===== config.mk =====
export PLATFORM = sky130hd
export DESIGN_NAME = sram_port_arbiter_flat
export DESIGN_NICKNAME = d
export VERILOG_FILES = /design/src/rtl/sram_port_arbiter_if.sv /design/src/rtl/sram_port_arbiter.sv /design/src/flat_wrapper.sv
export SDC_FILE = /design/constraint.sdc
export NUM_CORES = 1
export LEC_CHECK = 0
export CAP_MARGIN = 20
export CORE_AREA = 5 5 204 206
export CTS_BUF_LIST = sky130_fd_sc_hd__clkbuf_4
export CTS_CLUSTER_DIAMETER = 30
export CTS_CLUSTER_SIZE = 12
export DETAILED_ROUTE_END_ITERATION = 6
export DIE_AREA = 0 0 209 211
export GPL_ROUTABILITY_DRIVEN = 0
export GPL_TIMING_DRIVEN = 0
export PLACE_DENSITY_LB_ADDON = 0.1
export SLEW_MARGIN = 20
export SYNTH_ARGS = -nofsm -noshare
export SYNTH_HDL_FRONTEND = slang
export SYNTH_SLANG_ARGS = --single-unit

===== constraint.sdc =====
create_clock -name i_clk -period 12.43 [get_ports i_clk]
set_input_delay 2.486 -clock i_clk [delete_from_list [all_inputs] [get_ports i_clk]]
set_output_delay 2.486 -clock i_clk [all_outputs]
set_load 0.03 [all_outputs]

===== src/rtl/sram_port_arbiter_if.sv =====
// sram_port_arbiter_if: request/response handshakes and SRAM macro pins of the port arbiter
// Signals: wr_valid/wr_ready/wr_addr/wr_data (write request), rd_valid/rd_ready/rd_addr (read request),
// resp_valid/resp_ready/resp_data (read response), sram_ceb/sram_web/sram_a/sram_d/sram_q (macro pins,
// enables active-low), init_done (array usable).
// Modports: slave = arbiter side, master = requester/macro side.
interface sram_port_arbiter_if #(
   parameter int DATA_W = 128,
   parameter int ADDR_W = 3
);
   logic              wr_valid;
   logic              wr_ready;
   logic [ADDR_W-1:0] wr_addr;
   logic [DATA_W-1:0] wr_data;
   logic              rd_valid;
   logic              rd_ready;
   logic [ADDR_W-1:0] rd_addr;
   logic              resp_valid;
   logic              resp_ready;
   logic [DATA_W-1:0] resp_data;
   logic              sram_ceb;
   logic              sram_web;
   logic [ADDR_W-1:0] sram_a;
   logic [DATA_W-1:0] sram_d;
   logic [DATA_W-1:0] sram_q;
   logic              init_done;
   modport slave (
      input  wr_valid, wr_addr, wr_data, rd_valid, rd_addr, resp_ready, sram_q,
      output wr_ready, rd_ready, resp_valid, resp_data, sram_ceb, sram_web, sram_a, sram_d, init_done
   );
   modport master (
      output wr_valid, wr_addr, wr_data, rd_valid, rd_addr, resp_ready, sram_q,
      input  wr_ready, rd_ready, resp_valid, resp_data, sram_ceb, sram_web, sram_a, sram_d, init_done
   );
endinterface


===== src/rtl/sram_port_arbiter.sv =====
// sram_port_arbiter: arbitrates one write port and one read port onto a single-port SRAM macro
// Ports: i_clk (rising edge), i_rst (asynchronous, active-high), bus (sram_port_arbiter_if.slave):
// write/read request handshakes, one-deep read response slot, macro ceb/web/a/d/q, init_done.
// Optional macro SRAM_ARB_INIT_EN: zero-fills the array after reset (one word per cycle) before
// any request is accepted; without it the block runs from the first cycle after reset.
module sram_port_arbiter #(
   parameter int DATA_W = 128,
   parameter int DEPTH  = 8,
   parameter int ADDR_W = 3
) (
   input logic                i_clk,
   input logic                i_rst,
   sram_port_arbiter_if.slave bus
);
   if (ADDR_W != $clog2(DEPTH)) begin : g_bad_cfg
      $error("ADDR_W must equal log2(DEPTH)");
   end
   logic              r_prio_rd;
   logic              r_inflight;
   logic              r_resp_valid;
   logic [DATA_W-1:0] r_resp_data;
   logic              w_run;
   logic              w_init_wr;
   logic [ADDR_W-1:0] w_init_a;
   logic              w_rd_open;
   logic              w_wr_elig;
   logic              w_rd_elig;
   logic              w_wr_go;
   logic              w_rd_go;
`ifdef SRAM_ARB_INIT_EN
   typedef enum logic {S_INIT, S_RUN} state_t;
   state_t            r_state;
   state_t            w_state_nxt;
   logic [ADDR_W-1:0] r_init_addr;
   logic [ADDR_W-1:0] w_init_addr_nxt;
   always_ff @(posedge i_clk or posedge i_rst) begin
      if (i_rst) begin
         r_state     <= S_INIT;
         r_init_addr <= '0;
      end else begin
         r_state     <= w_state_nxt;
         r_init_addr <= w_init_addr_nxt;
      end
   end
   // Reset is masked so the macro sees no write while reset is held.
   always_comb begin
      w_state_nxt     = r_state;
      w_init_addr_nxt = r_init_addr;
      w_init_wr       = 1'b0;
      if (r_state == S_INIT && !i_rst) begin
         w_init_wr       = 1'b1;
         w_init_addr_nxt = r_init_addr + ADDR_W'(1);
         w_state_nxt     = (r_init_addr == ADDR_W'(DEPTH - 1)) ? S_RUN : S_INIT;
      end
   end
   assign w_init_a      = r_init_addr;
   assign bus.init_done = (r_state == S_RUN);
`else
   assign w_init_wr     = 1'b0;
   assign w_init_a      = '0;
   assign bus.init_done = 1'b1;
`endif
   // Readies are gated by reset so both read 0 while it is asserted.
   assign w_run     = !i_rst && bus.init_done;
   assign w_rd_open = w_run && !r_inflight && (!r_resp_valid || bus.resp_ready);
   assign w_wr_elig = w_run && bus.wr_valid;
   assign w_rd_elig = w_rd_open && bus.rd_valid;
   // Each ready looks only at the other side's valid, never its own.
   assign bus.wr_ready = w_run && (!w_rd_elig || !r_prio_rd);
   assign bus.rd_ready = w_rd_open && (!w_wr_elig || r_prio_rd);
   assign w_wr_go      = bus.wr_valid && bus.wr_ready;
   assign w_rd_go      = bus.rd_valid && bus.rd_ready;
   assign bus.sram_ceb = !(w_init_wr || w_wr_go || w_rd_go);
   assign bus.sram_web = !(w_init_wr || w_wr_go);
   assign bus.sram_a   = w_init_wr ? w_init_a : w_wr_go ? bus.wr_addr : w_rd_go ? bus.rd_addr : '0;
   assign bus.sram_d   = w_wr_go ? bus.wr_data : '0;
   assign bus.resp_valid = r_resp_valid;
   assign bus.resp_data  = r_resp_data;
   // r_inflight marks the cycle in which sram_q carries the read word; the slot is
   // always empty by then because a read is only issued into an empty or draining slot.
   always_ff @(posedge i_clk or posedge i_rst) begin
      if (i_rst) begin
         r_prio_rd    <= 1'b0;
         r_inflight   <= 1'b0;
         r_resp_valid <= 1'b0;
         r_resp_data  <= '0;
      end else begin
         if (w_wr_elig && w_rd_elig) r_prio_rd <= !r_prio_rd;
         r_inflight <= w_rd_go;
         if (r_inflight) begin
            r_resp_valid <= 1'b1;
            r_resp_data  <= bus.sram_q;
         end else if (r_resp_valid && bus.resp_ready) begin
            r_resp_valid <= 1'b0;
         end
      end
   end
endmodule


===== src/flat_wrapper.sv =====
// flat-port wrapper written by rule: the top's interface ports become plain ports
module sram_port_arbiter_flat 
#(
   parameter int DATA_W = 128,
   parameter int DEPTH  = 8,
   parameter int ADDR_W = 3
)
  (i_clk, i_rst, bus_wr_valid, bus_wr_addr, bus_wr_data, bus_rd_valid, bus_rd_addr, bus_resp_ready, bus_sram_q, bus_wr_ready, bus_rd_ready, bus_resp_valid, bus_resp_data, bus_sram_ceb, bus_sram_web, bus_sram_a, bus_sram_d, bus_init_done);
  sram_port_arbiter_if #(.DATA_W(DATA_W), .ADDR_W(ADDR_W)) bus_i ();
  input logic i_clk;
  input logic i_rst;
  input wire logic [$bits(bus_i.wr_valid)-1:0] bus_wr_valid;
  input wire logic [$bits(bus_i.wr_addr)-1:0] bus_wr_addr;
  input wire logic [$bits(bus_i.wr_data)-1:0] bus_wr_data;
  input wire logic [$bits(bus_i.rd_valid)-1:0] bus_rd_valid;
  input wire logic [$bits(bus_i.rd_addr)-1:0] bus_rd_addr;
  input wire logic [$bits(bus_i.resp_ready)-1:0] bus_resp_ready;
  input wire logic [$bits(bus_i.sram_q)-1:0] bus_sram_q;
  output wire logic [$bits(bus_i.wr_ready)-1:0] bus_wr_ready;
  output wire logic [$bits(bus_i.rd_ready)-1:0] bus_rd_ready;
  output wire logic [$bits(bus_i.resp_valid)-1:0] bus_resp_valid;
  output wire logic [$bits(bus_i.resp_data)-1:0] bus_resp_data;
  output wire logic [$bits(bus_i.sram_ceb)-1:0] bus_sram_ceb;
  output wire logic [$bits(bus_i.sram_web)-1:0] bus_sram_web;
  output wire logic [$bits(bus_i.sram_a)-1:0] bus_sram_a;
  output wire logic [$bits(bus_i.sram_d)-1:0] bus_sram_d;
  output wire logic [$bits(bus_i.init_done)-1:0] bus_init_done;
  assign bus_i.wr_valid = bus_wr_valid;
  assign bus_i.wr_addr = bus_wr_addr;
  assign bus_i.wr_data = bus_wr_data;
  assign bus_i.rd_valid = bus_rd_valid;
  assign bus_i.rd_addr = bus_rd_addr;
  assign bus_i.resp_ready = bus_resp_ready;
  assign bus_i.sram_q = bus_sram_q;
  assign bus_wr_ready = bus_i.wr_ready;
  assign bus_rd_ready = bus_i.rd_ready;
  assign bus_resp_valid = bus_i.resp_valid;
  assign bus_resp_data = bus_i.resp_data;
  assign bus_sram_ceb = bus_i.sram_ceb;
  assign bus_sram_web = bus_i.sram_web;
  assign bus_sram_a = bus_i.sram_a;
  assign bus_sram_d = bus_i.sram_d;
  assign bus_init_done = bus_i.init_done;
  sram_port_arbiter #(.DATA_W(DATA_W), .DEPTH(DEPTH), .ADDR_W(ADDR_W)) u_core (.i_clk(i_clk), .i_rst(i_rst), .bus(bus_i));
endmodule

==> run summary, run 1 <==
Status: complete, no violations
Crit path DAT: 5.00 ns
Synth Warn #: 0
Nets: 1253
Synth area leader: dfrtp_1
Leakage power: 4.74 nW
Clock sink count: 131
Ranking of synthesized cells by area: dfrtp_1, mux2_2, and2_1, buf_4, buf_2
Final ANT Viol Nets: 0
Post-synthesis average cell area: 13.4 um^2
Hold_buf cts: 0
# rows: 73
Peak VDD IR: 0.0000643 V
Internal: 1.33 mW
Ys async rst share: 100%
Min Tclk post-route: 7.49 ns
Via count: 5538
Count leader, synth: dfrtp_1
Flop pwr share: 30.9%
GR Overflow Total: 0
Clock Power Share: 14.2%
Chip height: 211 um
CTS H-Tree Depth: 4
Synth cell count leaders: dfrtp_1, and2_1, mux2_2, buf_2, buf_4
Slew Limit Fails: 0
Mapped Area: 0.00582 mm^2
First drt pass iteration count: 6
Peak fanout along the critical path: 10
Register area share after synthesis: 56.3%
Max-Cap Viols: 0
Power per standard cell area: 187 mW/mm^2
First-pass GRT wire length: 45200 um
Die X: 209 um
Core footprint: 0.0395 mm^2
Cells after synthesis: 436
Yosys top cell area share: 56.3%
Final setup TNS: 0 ns
Slew margin rel.: 57.4%
Slew @ Worst Pin: 0.639 ns
Number of I/O port buffers: 530
Vias per cell: 3.62
Post-CTS sizing: 0
Crit path kind: in2out
Syn_nets: 703
Final setup vio count: 0
Period Utilization, post-route: 60.2%
RSZ-0062 raised after global routing: false
WL per Instance: 21.5 um
Layout cells sized above 1: 18.4%
Ports: 532
Full die area: 0.0441 mm^2
Pre-CTS WS: 4.90 ns
CTS Buf Count: 17
Sw Ratio: 41.4%
NetSw: 941 uW
Clk Latency, worst-skew pair: 0.58 ns
CTS Buffer Depth: 2
Post-DP HPWL: 27500 um
Largest net degree at the start of global routing: 88
Critical Path Sink Type: output port
HP Class: reg2reg
Worst Skew: 0.0254 ns
Clk slew on worst S/H paths: 0.10 ns
Post-synth top flop: dfrtp_1
CP Launch Type: input pin
Synth cell types: 19
Critical Path RT: 9.94 ns
Synthesized flop and latch total: 131
Starting Density: 14.8%
Drt drc: 0
Root buf cell: clkbuf_4
WL final: 32900 um
1st-iter DRT viols: 120
Post-synth EDFFs: 0
Hold Fails Final Rpt: 0
Setup bufs post-CTS: 0
Initial antenna violation count: 5
TritonCTS clock tree: built
Setup ws final: 4.94 ns
Global-route usage over all layers: 14.3%
Comb pwr share: 54.9%
Number of global-route vias before repair: 6173
Layout Area Growth over Synthesis: 108%
F_max: 134 MHz
==> power by group through the flow <==
stage	Clock, mW	Sequential [mW]	Combinational (mW)
2_1_floorplan	0	1.08	0.276
3_3_place_gp	0	0.710	1.27
3_5_place_dp	0	0.716	1.27
4_1_cts	0.348	0.707	1.27
5_1_grt	0.359	0.730	1.31
6_report	0.322	0.703	1.25
==> worst max-delay path, cell delays in order <==
cell and delay, ns:
clkdlybuf4s50_1 0.57, nand2b_1 0.26, a41oi_2 0.30, buf_4 0.26, buf_4 0.20, and2_1 0.13, clkdlybuf4s50_1 0.78
==> layout by cell type (no fill, tap or decap), types with 3 or more instances in the layout <==
cell type	Yosys	routed
clkdlybuf4s50_1	0	530
dfrtp_1	131	131
and2_1	129	129
mux2_2	128	128
clkbuf_4	0	18
buf_2	13	13
buf_4	10	10
clkbuf_1	6	6
diode_2	0	5
nand2b_1	3	3
a22o_1	3	3
bufinv_16	0	3
clkinv_1	0	3
==> stage by stage <==
| step | hold slack [ns] | total power [mW] | utilization, % | cell area, um^2 | cells |
|---|---|---|---|---|---|
| 3_3_place_gp | 0.489 | 1.98 | 29.9 | 11800 | 1491 |
| 5_1_grt | 0.534 | 2.39 | 30.7 | 12100 | 1529 |
| 3_5_place_dp | 0.494 | 1.98 | 30.0 | 11800 | 1492 |
| 6_report | 0.514 | 2.27 | 30.7 | 12100 | 1529 |
| 2_1_floorplan | 0.519 | 1.36 | - | 5820 | 436 |
| 4_1_cts | 0.521 | 2.33 | 30.7 | 12100 | 1524 |
==> cell type report <==
cell class	count	area [um^2]
well taps	525	657
fillers	4159	27300
plain buffers	29	163
repair buffers	531	5330
inverters	3	18.8
multi-input cells	273	2370
clock buffers	18	135
diodes	5	12.5
clock inverters	14	161
flip-flops and latches	131	3280
==> routing by layer <==
metal | GRT usage [%] | vias to the layer above | share of wire, %
met2 | 24.9 | 297 | 51
met3 | 8.36 | 23 | 12
met1 | 14.7 | 2656 | 36
met5 | 0 | - | 0
met4 | 3.98 | 0 | 1.6
li1 | - | 2562 | -
==> cell families (layout without fill, tap and decap cells) <==
family | count (synthesis) | in the layout | synth area share (%)
and+or+nand+nor | 135 | 135 | 14.5
DFF | 131 | 131 | 56.3
muxes | 128 | 128 | 24.8
buffers and inverters | 32 | 595 | 2.99
AOI/OAI and AO/OA | 8 | 8 | 1.25
other | 1 | 6 | 0.0644
xor gates and xnor gates | 1 | 1 | 0.150
==> registers in the layout, summed over array words and instances, names as in the netlist <==
signal	flops
u_core.r_inflight	1
u_core.bus.resp_data	128
u_core.bus.resp_valid	1
u_core.r_prio_rd	1
==> path summary, 6_finish.rpt <==
path,startpoint,to,slack (ns),depth (start not counted)
max in group asynchronous,i_rst,u_core.bus.resp_data[112],9.21,3
hold reg to reg,u_core.bus.resp_data[63],u_core.bus.resp_data[63],0.51,1
min in group asynchronous,i_rst,u_core.bus.resp_data[42],2.41,2
setup reg to reg,u_core.r_inflight,u_core.bus.resp_data[11],10.57,3
hold / removal,u_core.bus.resp_data[63],u_core.bus.resp_data[63],0.51,1
setup / recovery,i_rst,bus_sram_d[93],4.94,7
(Power assumes the default switching activity.)
==> run 2, diff against run 1 <==
Settings changed: CORE_AREA 5 5 204 206 to 5 5 203 205, DIE_AREA 0 0 209 211 to 0 0 208 210.
Clock period 12.43 ns to 6.28 ns, I/O delays scaled along.
==> run 2 against run 1 <==
Critical path depth unchanged. Highest routed layer unchanged. Register-to-register slack got worse by 6.2 ns. Clock skew down 0.0056 ns. Non-clock buffer count unchanged. Cell count up 0.33%. Design area increased by 0.10%. Via count up 0.22%. Flip-flop and latch count is the same.
==> run summary, run 2 (synthesis results as in run 1) <==
Highest-count cells in the layout ignoring fill and taps: clkdlybuf4s50_1, dfrtp_1, and2_1, mux2_2, clkbuf_4
WL final: 33000 um (+0.20%)
Slew Limit Fails: 0 (unchanged)
Crit path launch: i_rst
Reg2reg start: u_core.r_inflight
WHS: 0.515 ns (+0.000632 ns)
Crit-path cells: clkdlybuf4s50_1 -> nand2b_1 -> a41oi_2 -> buf_4 -> buf_4 -> and2_1 -> clkdlybuf4s50_1
Setup bufs post-CTS: 0 (unchanged)
Crit-path slowest cell: clkdlybuf4s50_1
GRT met2 Usage: 27.7% (+2.8 points)
Ports: 532 (unchanged)
Peak fanout along the critical path: 10 (unchanged)
Dpl cell area: 0.0118 mm^2 (unchanged)
F_max: 198 MHz
R2R setup slack: 4.34 ns (-6.23 ns)
RSZ-0062 raised after global routing: false
Root buf cell: clkbuf_4
TritonCTS clock tree: built
HP Class: reg2reg
Slew @ Worst Pin: 0.728 ns (+0.0890 ns)
CTS Buf Count: 17 (unchanged)
Largest net degree at the start of global routing: 88 (unchanged)
Crit path DAT: 3.79 ns (-1.21 ns)
Full die area: 0.0437 mm^2 (-0.95%)
Met1 Resource Use GR: 12.8% (-1.9 points)
Status: complete, no violations
Post-DP HPWL: 27800 um (+1.0%)
Number of global-route vias before repair: 6345 (+2.8%)
First drt pass iteration count: 4 (-2)
Layout cells sized above 1: 18.6% (+0.20 points)
Fillers: 4088 (-1.7%)
Clk slew on worst S/H paths: 0.11 ns (about the same)
Min Tclk post-route: 5.05 ns
Core footprint: 0.0393 mm^2 (-0.46%)
M3 GR Usage: 9.33% (+0.97 points)
CTS Buffer Depth: 2 (unchanged)
WL per Instance: 21.5 um (-0.13%)
Hold_buf cts: 0 (unchanged)
Critical Path RT: 5.02 ns (-4.92 ns)
Worst Reg-to-Reg Cells: 3 (unchanged)
Final ANT Viol Nets: 0 (unchanged)
Clock Power Share: 14.0% (-0.2 points)
Max reg flops: 128 (unchanged)
First-pass GRT wire length: 46000 um (+1.9%)
CTS H-Tree Depth: 4 (unchanged)
Most common cell after layout, fill and taps aside: clkdlybuf4s50_1
Vias per cell: 3.62 (-0.11%)
Via count: 5550 (+0.22%)
Clk Latency, worst-skew pair: 0.57 ns (about the same)
Comb pwr share: 55.0% (about the same)
Number of I/O port buffers: 530 (unchanged)
Finished Cell Area: 0.0121 mm^2 (+0.10%)
Period Utilization, post-route: 80.3%
Power per standard cell area: 369 mW/mm^2 (+97%)
Nets: 1253 (unchanged)
Worst setup path end: bus_sram_d[71]
Hold Fails Final Rpt: 0 (unchanged)
Post-CTS sizing: 0 (unchanged)
R2R Path End: u_core.bus.resp_data[105]
Drt drc: 0 (unchanged)
Leakage power: 4.74 nW (about the same)
Finished Core Util: 30.9% (+0.17 points)
Critical Path Sink Type: output port
Worst Skew: 0.0198 ns (-0.00557 ns)
CP Launch Type: input pin
GR Overflow Total: 0 (unchanged)
Global-route usage over all layers: 14.7% (+0.40 points)
Crit path kind: in2out
1st-iter DRT viols: 99 (-18%)
Initial antenna violation count: 10 (+5)
Internal: 2.64 mW (+98%)
Max-Cap Viols: 0 (unchanged)
NetSw: 1.84 mW (+96%)
Starting Density: 14.8% (+0.069 points)
GRT busiest layer: met2
Peak VDD IR: 0.000115 V (+80%)
# rows: 73 (unchanged)
CP max stage delay: 0.77 ns (about the same)
Final setup vio count: 0 (unchanged)
Clock sink count: 131 (unchanged)
Chip height: 210 um (-0.47%)
Slew margin rel.: 51.5% (-5.9 points)
Flop pwr share: 31.0% (about the same)
Die X: 208 um (-0.48%)
Layout Area Growth over Synthesis: 109%
Sw Ratio: 41.1% (-0.25 points)
==> run 2: cell count changes in the layout (fill, tap and decap cells not counted) <==
cell	change
diode_2	+5
clkinv_1	-2
clkinv_2	+2
clkinv_4	-2
clkinvlp_4	+2
==> run 2: power by group through the flow <==
stage	logic (mW)	registers [mW]	clock network, mW
3_3_place_gp	2.51	1.40	0
5_1_grt	2.58	1.44	0.706
6_report	2.46	1.39	0.628
3_5_place_dp	2.51	1.41	0
4_1_cts	2.51	1.39	0.677
2_1_floorplan	0.546	2.14	0
==> run 2: cell type report <==
| class | instances | area (um^2) | area share [%] |
|---|---|---|---|
| sequential | 131 | 3280 | 27.0 |
| antenna | 10 | 25.0 | 0.206 |
| tap | 525 | 657 | 5.41 |
| timing repair buffer | 531 | 5330 | 43.9 |
| buffer | 29 | 163 | 1.34 |
| clock inverter | 14 | 161 | 1.33 |
| multi-input combinational | 273 | 2370 | 19.5 |
| inverter | 3 | 18.8 | 0.155 |
| clock buffer | 18 | 135 | 1.11 |
==> run 2: worst min path at each step <==
stage / startpoint / end / cells past startpoint
2_1_floorplan: u_core.r_prio_rd / u_core.r_prio_rd / 1
4_1_cts: u_core.bus.resp_data[0] / u_core.bus.resp_data[0] / 1
5_1_grt: u_core.bus.resp_data[88] / u_core.bus.resp_data[88] / 1
3_3_place_gp: u_core.bus.resp_data[113] / u_core.bus.resp_data[113] / 1
3_5_place_dp: u_core.bus.resp_data[34] / u_core.bus.resp_data[34] / 1
6_report: u_core.bus.resp_data[0] / u_core.bus.resp_data[0] / 1
==> run 2: layer usage <==
layer | vias to the layer above | wire [um] | part of all wire [%]
li1 | 2570 | - | -
met1 | 2650 | 10300 | 31
met2 | 302 | 17800 | 54
met3 | 28 | 4260 | 13
met4 | 0 | 615 | 1.9
met5 | - | 0 | 0
==> run 2: metrics by stage <==
stage	std cells	TNS (ns)	setup slack (ns)	total power, mW
final	1534	0	1.23	4.48
after global routing	1532	0	1.04	4.73
after CTS	1524	0	1.12	4.58
after floorplan	436	0	1.53	2.69
after detailed placement	1492	0	1.13	3.92
after global placement	1491	-185.49	-1.44	3.91
==> run 2: worst max-delay path: cells and delay by family <==
family                 cells  cell delay [ns]
buffers and inverters      4             1.77
and+or+nand+nor            2             0.42
AOI/OAI and AO/OA          1             0.32
==> run 3, diff against run 2 <==
Clock period 6.28 ns to 4.2 ns, I/O delays scaled along.
==> run 3 against run 2 <==
Design area up 1.6%. Largest cell class unchanged. Count of clock-buffer cells in the layout down 1. Global-route usage down 0.49 points. Highest routed layer is now met5. Clock skew increased by 0.0021 ns. Non-clock buffer count is 4 higher.
==> run summary, run 3 (synthesis results as in run 1) <==
Final setup vio count: 0 (unchanged)
Power per standard cell area: 551 mW/mm^2 (+49%)
HP Class: reg2reg
Ports: 532 (unchanged)
WL per Instance: 20.9 um (-2.7%)
Layout Area Growth over Synthesis: 112%
Flop pwr share: 30.6% (-0.4 points)
Final setup TNS: 0 ns (unchanged)
Crit path kind: in2out
Slew Limit Fails: 0 (unchanged)
Post-DP HPWL: 27100 um (-2.3%)
Leakage power: 5.35 nW (+13%)
Slew @ Worst Pin: 0.696 ns (-0.0318 ns)
Full die area: 0.0437 mm^2 (unchanged)
Global-route usage over all layers: 14.2% (-0.49 points)
Sw Ratio: 40.3% (-0.84 points)
WHS: 0.516 ns (+0.00125 ns)
Largest net degree at the start of global routing: 30 (-66%)
CTS Buffer Depth: 2 (unchanged)
Clk slew on worst S/H paths: 0.12 ns (about the same)
Root buf cell: clkbuf_4
Finished Core Util: 31.4% (+0.49 points)
Peak fanout along the critical path: 10 (unchanged)
Placed insts: 1496 (+0.27%)
Status: complete, no violations
Initial antenna violation count: 3 (-7)
NetSw: 2.74 mW (+49%)
WL final: 32000 um (-3.0%)
1st-iter DRT viols: 100 (+1.0%)
Power, Total: 6.80 mW (+52%)
Pre-CTS WS: -0.0232 ns (-1.15 ns)
CTS Buf Count: 17 (unchanged)
Worst Skew: 0.0219 ns (+0.00205 ns)
Clock Power Share: 15.3% (+1.3 points)
Max reg flops: 128 (unchanged)
CTS H-Tree Depth: 4 (unchanged)
RSZ-0062 raised after global routing: false
Die X: 208 um (unchanged)
First drt pass iteration count: 4 (unchanged)
Internal: 4.06 mW (+54%)
Slew margin rel.: 53.6% (+2.1 points)
First-pass GRT wire length: 45600 um (-0.96%)
Dpl cell area: 0.0119 mm^2 (+0.65%)
Crit path DAT: 3.19 ns (-0.60 ns)
Core footprint: 0.0393 mm^2 (unchanged)
CP Launch Type: input pin
Setup ws final: 0.166 ns (-1.07 ns)
Chip height: 210 um (unchanged)
Max-Cap Viols: 0 (unchanged)
TritonCTS clock tree: built
Number of global-route vias before repair: 6288 (-0.90%)
# rows: 73 (unchanged)
F_max: 248 MHz
Vias per cell: 3.59 (-0.70%)
Hold_buf cts: 0 (unchanged)
Peak VDD IR: 0.000151 V (+31%)
Starting Density: 14.8% (unchanged)
Final ANT Viol Nets: 0 (unchanged)
Clk Latency, worst-skew pair: 0.53 ns (-0.04 ns)
Non-filler instance count after layout: 1529 (-0.33%)
Clock sink count: 131 (unchanged)
Nets: 1257 (+0.32%)
Number of I/O port buffers: 530 (unchanged)
GR Overflow Total: 0 (unchanged)
Highest-count cells in the layout ignoring fill and taps: clkdlybuf4s50_1, dfrtp_1, and2_1, mux2_2, dlymetal6s2s_1
Min Tclk post-route: 4.03 ns
Most common cell after layout, fill and taps aside: clkdlybuf4s50_1
Drt drc: 0 (unchanged)
Layout cells sized above 1: 19.0% (+0.34 points)
Finished Cell Area: 0.0123 mm^2 (+1.6%)
Hold Fails Final Rpt: 0 (unchanged)
Via count: 5493 (-1.0%)
Critical Path RT: 3.36 ns (-1.66 ns)
Comb pwr share: 54.0% (-1.0 points)
Period Utilization, post-route: 96.0%
Critical Path Sink Type: output port
[run 3: cell count changes in the layout (fill, tap and decap cells not counted), moves of 2 or more]
| cell | delta |
|---|---|
| clkdlybuf4s50_1 | -35 |
| dlymetal6s2s_1 | +33 |
| diode_2 | -8 |
| buf_12 | +4 |
| clkinv_2 | -3 |
| bufinv_16 | +2 |
| clkbuf_1 | -2 |
| clkbuf_2 | +2 |
| dlygate4sd2_1 | +2 |
[run 3: power groups by stage]
stage	clock [mW]	sequential (mW)	combinational, mW
global placement	0	2.10	3.74
floorplan	0	3.21	0.817
global route	1.16	2.16	3.86
finish	1.04	2.08	3.67
detailed placement	0	2.12	3.74
CTS	1.11	2.09	3.75
[run 3: critical path, cell delays in order]
cell	delay [ns]
clkdlybuf4s50_1	0.53
nand2b_1	0.25
a41oi_4	0.27
buf_4	0.26
buf_4	0.20
and2_1	0.15
clkdlybuf4s50_1	0.68
[run 3: cell type report]
cell class | instances | area, um^2
well taps | 525 | 657
clock buffers | 17 | 128
fillers | 4124 | 26900
clock inverters | 14 | 210
repair buffers | 535 | 5490
plain buffers | 29 | 165
multi-input cells | 273 | 2380
diodes | 2 | 5.00
flip-flops and latches | 131 | 3280
inverters | 3 | 15.0
[run 3: final timing paths]
path,start,endpoint,slack (ns),cells after the start
min in group asynchronous,i_rst,u_core.r_prio_rd,0.81,2
setup reg to reg,u_core.r_inflight,u_core.bus.resp_data[3],2.29,3
hold / removal,u_core.bus.resp_data[114],u_core.bus.resp_data[114],0.52,1
hold reg to reg,u_core.bus.resp_data[114],u_core.bus.resp_data[114],0.52,1
max in group asynchronous,i_rst,u_core.bus.resp_data[63],2.43,5
setup / recovery,i_rst,bus_sram_d[103],0.17,7
[run 3: routing by layer]
layer  global-route usage [%]  vias to the layer above  share of wire (%)
met2                     27.1                      270                 55
met1                     13.3                     2649                 33
met5                        0                        -              0.037
li1                         -                     2563                  -
met4                     2.72                        2               0.52
met3                     8.30                        9                 12
[run 3: timing repair]
action | CTS | global route
buffers inserted | 0 | 0
setup endpoints to repair | 2 | 56
endpoints found under the hold margin | 0 | 0
resized for setup | 2 | 38
